## config.mk

```make
export PLATFORM = sky130hd
export DESIGN_NAME = module_arbitro_rr3
export DESIGN_NICKNAME = d
export VERILOG_FILES = /design/src/rtl/module_arbitro_rr3.sv
export SDC_FILE = /design/constraint.sdc
export NUM_CORES = 1
export LEC_CHECK = 0
export BUFFER_PORTS_ARGS = -buffer_cell sky130_fd_sc_hd__buf_4
export CORE_MARGIN = 5
export CORE_UTILIZATION = 40
export DETAILED_ROUTE_END_ITERATION = 12
export GPL_TIMING_DRIVEN = 1
export HOLD_SLACK_MARGIN = 0.03
export PLACE_DENSITY = 0.59
export SKIP_LAST_GASP = 1
export SLEW_MARGIN = 10
export SYNTH_ARGS = -nofsm -noshare
export SYNTH_HDL_FRONTEND = slang
export SYNTH_SLANG_ARGS = --single-unit
```

## constraint.sdc

```tcl
create_clock -name clk_i -period 2.3 [get_ports clk_i]
set_clock_uncertainty 0.1 [all_clocks]
set_input_delay 0 -clock clk_i [delete_from_list [all_inputs] [get_ports clk_i]]
set_output_delay 0 -clock clk_i [all_outputs]
set_load 0.02 [all_outputs]
```

## src/rtl/module_arbitro_rr3.sv

```systemverilog
// Three-way round-robin arbiter driving the select of a shared 3:1 mux.
// A hold timer pre-empts an owner that keeps its request while others wait.
module module_arbitro_rr3 #(
    parameter int MAX_HOLD = 16,
    parameter int CW       = $clog2(MAX_HOLD + 1)
) (
    input  logic       clk_i,
    input  logic       rst_i,
    input  logic [2:0] req_i,
    output logic [2:0] gnt_o,
    output logic [1:0] sel_o,
    output logic       busy_o,
    output logic       timeout_o
);

    typedef enum logic {
        IDLE  = 1'b0,
        GRANT = 1'b1
    } state_t;

    localparam logic [CW-1:0] MAXC = CW'(MAX_HOLD);

    state_t        r_state, w_state_n;
    logic [1:0]    r_owner, w_owner_n;
    logic [1:0]    r_last, w_last_n;
    logic [CW-1:0] r_cnt, w_cnt_n;
    logic [2:0]    r_gnt, w_gnt_n;
    logic [1:0]    r_sel, w_sel_n;
    logic          r_timeout, w_timeout_n;

    logic [2:0]    w_any;
    logic [2:0]    w_oth;
    logic          w_own_req;

    function automatic logic f_bit(input logic [2:0] req, input logic [1:0] idx);
        logic b;
        case (idx)
            2'd0:    b = req[0];
            2'd1:    b = req[1];
            2'd2:    b = req[2];
            default: b = 1'b0;
        endcase
        return b;
    endfunction

    function automatic logic [2:0] f_onehot(input logic [1:0] idx);
        logic [2:0] oh;
        case (idx)
            2'd0:    oh = 3'b001;
            2'd1:    oh = 3'b010;
            2'd2:    oh = 3'b100;
            default: oh = 3'b000;
        endcase
        return oh;
    endfunction

    // Returns {found, index}; candidates are last+1, last+2, last (mod 3).
    function automatic logic [2:0] f_search(input logic [1:0] last, input logic [2:0] req);
        logic [1:0] c;
        logic [2:0] res;
        res = 3'b000;
        c   = last;
        for (int k = 0; k < 3; k++) begin
            c = (c == 2'd2) ? 2'd0 : c + 2'd1;
            if (!res[2] && f_bit(req, c)) begin
                res = {1'b1, c};
            end
        end
        return res;
    endfunction

    assign w_own_req = f_bit(req_i, r_owner);
    assign w_any     = f_search(r_last, req_i);
    assign w_oth     = f_search(r_last, req_i & ~f_onehot(r_owner));

    always_comb begin
        w_state_n   = r_state;
        w_owner_n   = r_owner;
        w_last_n    = r_last;
        w_cnt_n     = r_cnt;
        w_gnt_n     = r_gnt;
        w_sel_n     = r_sel;
        w_timeout_n = 1'b0;
        case (r_state)
            IDLE: begin
                if (w_any[2]) begin
                    w_state_n = GRANT;
                    w_owner_n = w_any[1:0];
                    w_last_n  = w_any[1:0];
                    w_sel_n   = w_any[1:0];
                    w_gnt_n   = f_onehot(w_any[1:0]);
                    w_cnt_n   = CW'(1);
                end
            end
            GRANT: begin
                if (!w_own_req || r_cnt == MAXC) begin
                    if (w_oth[2]) begin
                        w_owner_n   = w_oth[1:0];
                        w_last_n    = w_oth[1:0];
                        w_sel_n     = w_oth[1:0];
                        w_gnt_n     = f_onehot(w_oth[1:0]);
                        w_cnt_n     = CW'(1);
                        w_timeout_n = w_own_req;
                    end else if (!w_own_req) begin
                        // sel keeps its value so the mux output stays stable while idle
                        w_state_n = IDLE;
                        w_gnt_n   = 3'b000;
                    end else begin
                        w_cnt_n = CW'(1);
                    end
                end else begin
                    w_cnt_n = r_cnt + CW'(1);
                end
            end
            default: begin
                w_state_n = IDLE;
                w_gnt_n   = 3'b000;
            end
        endcase
    end

    always_ff @(posedge clk_i) begin
        if (rst_i) begin
            r_state   <= IDLE;
            r_owner   <= 2'd0;
            r_last    <= 2'd2;
            r_cnt     <= '0;
            r_gnt     <= 3'b000;
            r_sel     <= 2'd0;
            r_timeout <= 1'b0;
        end else begin
            r_state   <= w_state_n;
            r_owner   <= w_owner_n;
            r_last    <= w_last_n;
            r_cnt     <= w_cnt_n;
            r_gnt     <= w_gnt_n;
            r_sel     <= w_sel_n;
            r_timeout <= w_timeout_n;
        end
    end

    assign gnt_o     = r_gnt;
    assign sel_o     = r_sel;
    assign busy_o    = |r_gnt;
    assign timeout_o = r_timeout;

endmodule

```

==> reports/metrics.yaml, run 1 <==
run_status:
  status: "finished clean"
power:
  combPwrFrac_pct: 28.6
  power.net_switching_mw: 0.1870
  ir_drop_uv: 354.4
  seqPwrFrac_pct: 46.6
  p_int_mw: 0.3818
  power.share.switching_pct: 32.88
  p_per_area_nw_per_um2: 591.2
  p_leak_nw: 0.4070
  pwr-share-clk_pct: 24.8
finish:
  final_util_pct: 49.04
  final_common_cell: "nor2_1"
  diodes: 0
  layout_common_cells: "nor2_1, dfxtp_1, buf_4"
  layout-drive-gt1-share_pct: 20.69
  fillers: 226
  syn_to_final_growth_pct: 15.81
  nets: 124
worst_setup_path:
  cp-end-kind: "register"
  cp-start-kind: "register"
  worstPathRequired_ns: 2.37
  path_class: "reg -> reg"
  cp_max_fo: 12
  worstPathArrival_ns: 2.14
floorplanning:
  die_area_um2: 3089
  core_area_um2: 1962
  core.rowCount: 16
  fp.dieH_um: 55.58
  initial_core_util_pct: 42.35
  die_x_um: 55.58
  pin_count: 12
clock_network:
  path_clk_slew_ns: 0.08
  cts_tree: "built"
  cts_buffers: 3
  cts_hold_buffers: 1
  clockRootBuffer: "clkbuf_4"
  htreeDepth: 1
  cts.sinks: 13
  worstSkewPairLatency_ns: 0.27
  post-cts-setup-buffer-count: 0
  cts_resized: 0
  max-clock-path-buffers: 2
logic_synthesis:
  yosysSeqAreaShare_pct: 31.33
  yosysTopAreaCell: "dfxtp_1"
  synth_edf_count: 0
  ys_ff_latch: 13
  synth.avg_cell_area_um2: 7.988
  yosys-top-cells-area: "dfxtp_1, nor2_1, nand2_1"
  synth.cell_area_um2: 830.8
  yosys_most_used_dff: "dfxtp_1"
  ys_warn_count: 0
  syn-num-nets: 111
  synthCells: 104
  async_flop_share_pct: 0
  yosysUniqueCellTypes: 45
  synth_top_area_share_pct: 31.33
timing:
  maxSlewViolCount: 0
  finalHoldViolations: 0
  setup_viol: 0
  setup_tns_ns: 0
  max_slew.worst_pin.slew_ns: 0.4772
  maxSlewHeadroom_pct: 67.75
  fmax_ghz: 0.4846
  rsz0062_at_grt: "no"
  finalCritPeriodShare_pct: 89.71
  period_needed_ns: 2.063
grt:
  antenna_found_initial: 0
  gr-usage-met2_pct: 19.43
  grt_overflow: 0
  grt_max_degree: 14
  use_met1_pct: 16.92
  top_usage_layer: "met2"
  use_met3_pct: 4.640
  grt_pass1_wl_um: 3249
  grt_pass1_vias: 753
  gr-usage-all-layers_pct: 12.97
detailed_routing:
  firstDrtPassIters: 4
  vias: 772
  wl_um: 1846
  ant_nets: 0
  dr.first_iter.drc_count: 7
  wl_per_cell_um: 12.91
  post_drt_via_cell_ratio: 5.399
  drc: 0
min_path:
  min_path_type: "in -> reg"
run:
  max_cap_violations: 0
placed_design:
  io_buffer_count: 11
  place_congestion: 0.8332
  dp.final_hpwl_um: 1388
-- routing by layer --
| layer | vias up | share of wire (%) | wire, um |
|---|---|---|---|
| met2 | 13 | 44 | 814 |
| met4 | 0 | 0.54 | 10 |
| li1 | 396 | - | - |
| met5 | - | 0 | 0 |
| met1 | 361 | 50 | 929 |
| met3 | 2 | 5.0 | 92 |
-- state kept, by name, indices dropped and copies added, names as in the netlist --
signal and flops:
gnt_o 3, r_cnt 5, r_last 2, r_state 1
sel_o 1, timeout_o 1
-- area by class of cell --
class	instances	area, um2	area share (%)
Clock buffer	4	26.28	2.731
Inverter	7	26.28	2.731
Multi-Input combinational cell	78	508.0	52.80
Sequential cell	13	260.3	27.05
Tap cell	27	33.78	3.511
Timing Repair Buffer	14	107.6	11.18
-- worst max-delay path: stages, from the launching register on --
cell     delay [ns]
dfxtp_1        0.56
mux2_2         0.38
a21oi_1        0.38
a221o_2        0.30
mux2i_1        0.19
nor2_1         0.05
-- worst paths after layout --
path,slack [ns],end,cells past startpoint,startpoint
worst min register to register,0.41,r_cnt[4],2,r_cnt[4]
worst min-delay path,0.06,r_state,4,req_i[2]
worst max-delay path,0.24,gnt_o[1],5,r_last[0]
worst max register to register,0.24,gnt_o[1],5,r_last[0]
-- per-stage QoR --
stage | area [um2] | power [mW] | cells | hold WS, ns | setup slack, ns
after floorplan | 830.8 | 0.3868 | 104 | 0.07223 | 0.3033
after global placement | 925.9 | 0.4298 | 138 | 0.1821 | 0.3162
after detailed placement | 925.9 | 0.4309 | 138 | 0.1840 | 0.2699
after CTS | 962.2 | 0.5747 | 143 | 0.06304 | 0.2512
after global routing | 962.2 | 0.6092 | 143 | 0.08694 | 0.1133
final | 962.2 | 0.5688 | 143 | 0.06369 | 0.2366
-- synthesized netlist by cell type, types with 3 or more instances --
library cell	n
a21oi_1	6
inv_1	7
nand3_1	3
mux2i_1	3
nand2b_1	4
dfxtp_1	13
nand2_1	9
nor2_1	14
-- cell families (layout without fill, tap and decap cells) --
group           count (synthesis)  after routing  share of synthesized area (%)
compound gates                 26             26                          23.19
xor+xnor                        1              1                          1.054
fa+ha+maj                       2              2                          3.012
mux                             4              4                          4.970
flops                          13             13                          31.33
simple gates                   45             45                          28.92
buf+inv                        13             25                          7.530
-- power by group through the flow --
stage	logic (mW)	clock network [mW]	registers [mW]
after floorplan	0.120	0	0.267
after global placement	0.161	0	0.269
after CTS	0.164	0.147	0.264
after global routing	0.180	0.160	0.269
final	0.162	0.141	0.265
after detailed placement	0.161	0	0.270
No activity file was read; power rests on OpenSTA's default activity.
==> run 2, diff against run 1 <==
--- a/config.mk
+++ b/config.mk
@@ -5,13 +5,14 @@
 export SDC_FILE = /design/constraint.sdc
 export NUM_CORES = 1
 export LEC_CHECK = 0
+export ABC_AREA = 1
 export BUFFER_PORTS_ARGS = -buffer_cell sky130_fd_sc_hd__buf_4
 export CORE_MARGIN = 5
 export CORE_UTILIZATION = 40
 export DETAILED_ROUTE_END_ITERATION = 12
 export GPL_TIMING_DRIVEN = 1
 export HOLD_SLACK_MARGIN = 0.03
-export PLACE_DENSITY = 0.59
+export PLACE_DENSITY = 0.58
 export SKIP_LAST_GASP = 1
 export SLEW_MARGIN = 10
 export SYNTH_ARGS = -nofsm -noshare
==> reports/metrics.yaml, run 2 <==
run_status:
  status: "finished clean"
clock_network:
  max-clock-path-buffers: 2
  htreeDepth: 1
  cts_buffers: 3
  path_clk_slew_ns: 0.08
  cts_tree: "built"
  clockRootBuffer: "clkbuf_4"
  cts_resized: 0
  post-cts-setup-buffer-count: 0
  cts.sinks: 13
  worstSkewPairLatency_ns: 0.27
timing:
  fmax_ghz: 0.5461
  setup_viol: 0
  max_slew.worst_pin.slew_ns: 0.3212
  rsz0062_at_grt: "no"
  maxSlewHeadroom_pct: 78.55
  finalHoldViolations: 0
  finalCritPeriodShare_pct: 79.62
  setup_tns_ns: 0
  maxSlewViolCount: 0
  worst_hold_slack_ns: 0.2034
  period_needed_ns: 1.831
worst_setup_path:
  cp_num_buf_inv: 0
  reg2reg_slack_ns: 0.47
  worstPathRequired_ns: 2.38
  reg2reg_to: "gnt_o[1]"
  r2r_cells: 9
  critPathMaxStageDelay_ns: 0.49
  path_class: "reg -> reg"
  cp_max_fo: 7
  crit_chain: "nor2_1, nand2_1, nand3_1, nor2_4, nand3_4, nand2_4, nand2_2, o21ai_1, nor2_1"
  cp-start-kind: "register"
  worstPathArrival_ns: 1.91
  cpMaxStageDelayCell: "dfxtp_1"
  crit_path_frequent_cell: "nor2_1"
  critPathTopFamily: "simple AND/OR/NAND/NOR gates"
  rr_startpoint: "r_last[1]"
  cp-end-kind: "register"
finish:
  layout.cells.non_filler: 211
  final_cell_area_um2: 1176
  syn_to_final_growth_pct: 11.51
  layout-drive-gt1-share_pct: 18.23
  final_util_pct: 47.05
  largest_reg_flops: 5
  nets: 189
  fillers: 249
  top_register: "r_cnt"
  layout_common_cells: "nand2_1, nand3_1, inv_1"
  diodes: 0
  final_common_cell: "nand2_1"
detailed_routing:
  wl_um: 2356
  ant_nets: 0
  firstDrtPassIters: 4
  drc: 0
  dr.first_iter.drc_count: 53
  vias: 1071
  wl_per_cell_um: 11.17
  post_drt_via_cell_ratio: 5.076
logic_synthesis:
  synth_edf_count: 0
  yosysMostFrequentCell: "nand2_1"
  ys_ff_latch: 13
  ys_warn_count: 0
  async_flop_share_pct: 0
  yosysTopAreaCell: "dfxtp_1"
  yosysUniqueCellTypes: 29
  yosys_most_used_dff: "dfxtp_1"
  yosys-top-cells-count: "nand2_1, nand3_1, inv_1"
  syn-num-nets: 176
  synth.avg_cell_area_um2: 6.241
  synth.cell_area_um2: 1055
  yosys-top-cells-area: "dfxtp_1, nand2_1, nand3_1"
  synthCells: 169
  synth_top_area_share_pct: 24.67
  yosysSeqAreaShare_pct: 24.67
placed_design:
  dp_cells: 206
  io_buffer_count: 11
  placed_area_um2: 1140
  place_congestion: 0.9461
  dp.final_hpwl_um: 1903
min_path:
  hold_end: "timeout_o"
  min_from: "req_i[0]"
  hold_depth: 5
  min_path_type: "in -> reg"
floorplanning:
  pin_count: 12
  core_area_um2: 2500
  die_area_um2: 3764
  fp.dieH_um: 61.35
  core.rowCount: 18
  die_x_um: 61.35
  initial_core_util_pct: 42.19
grt:
  grt_pass1_wl_um: 3898
  antenna_found_initial: 0
  grt_max_degree: 10
  grt_pass1_vias: 913
  gr-usage-all-layers_pct: 13.60
  grt_overflow: 0
power:
  ir_drop_uv: 673.7
  p_per_area_nw_per_um2: 1200
  p_leak_nw: 0.6128
run:
  max_cap_violations: 0
## run 2: logic make-up after synthesis
family	share of synthesized area, %
xor gates and xnor gates	0.8305
DFF	24.67
adders and majority gates	2.372
and+or+nand+nor	48.28
buffers and inverters	15.18
AOI/OAI and AO/OA	8.659
## run 2: routing by layer
layer | up-vias | GRT usage [%] | wire length, um
met5 | - | 0 | 0
met4 | 0 | 6.061 | 16
met3 | 2 | 2.096 | 98
met2 | 20 | 21.30 | 1104
met1 | 483 | 18.43 | 1136
li1 | 566 | - | -
## run 2: metrics by stage
step	worst slack (ns)	power (mW)
6_report	0.4687	1.411
5_1_grt	0.2955	1.559
3_5_place_dp	0.4858	1.276
4_1_cts	0.4667	1.421
3_3_place_gp	0.4913	1.273
2_1_floorplan	0.6767	1.086
## run 2: area by class of cell
class	count	area (um2)	area share [%]
clock buffers	4	26.28	2.234
repair buffers	14	107.6	9.149
flip-flops and latches	13	260.3	22.13
inverters	28	110.1	9.362
multi-input cells	122	634.4	53.94
well taps	30	37.54	3.191
## run 2: report_power, final
group	internal [mW]	switching, mW
sequential	0.279	0.0756
combinational	0.327	0.590
clock	0.0672	0.0730
total	0.673	0.738
## run 2: worst register-to-register path, delay by kind of cell (launching register included)
kind | cells | cell delay (ns)
flip-flops | 1 | 0.49
AO/OA/AOI/OAI | 1 | 0.13
AND/OR/NAND/NOR | 8 | 1.02
## run 2: worst max-delay path by stage
stage                         start  cells past startpoint        to  slack (ns)
final                     r_last[1]                      9  gnt_o[1]        0.47
after global routing      r_last[1]                     10  gnt_o[1]        0.30
after CTS                 r_last[1]                      9  gnt_o[1]        0.47
after detailed placement  r_last[1]                      9  gnt_o[1]        0.49
after global placement    r_last[1]                     10  gnt_o[1]        0.49
after floorplan            sel_o[1]                     11  gnt_o[0]        0.68
## run 2: timing repair
item | 4_1_cts | 5_1_grt
endpoints found under the setup margin | 0 | 0
hold endpoints to repair | 10 | 0
hold buffers | 1 | 0
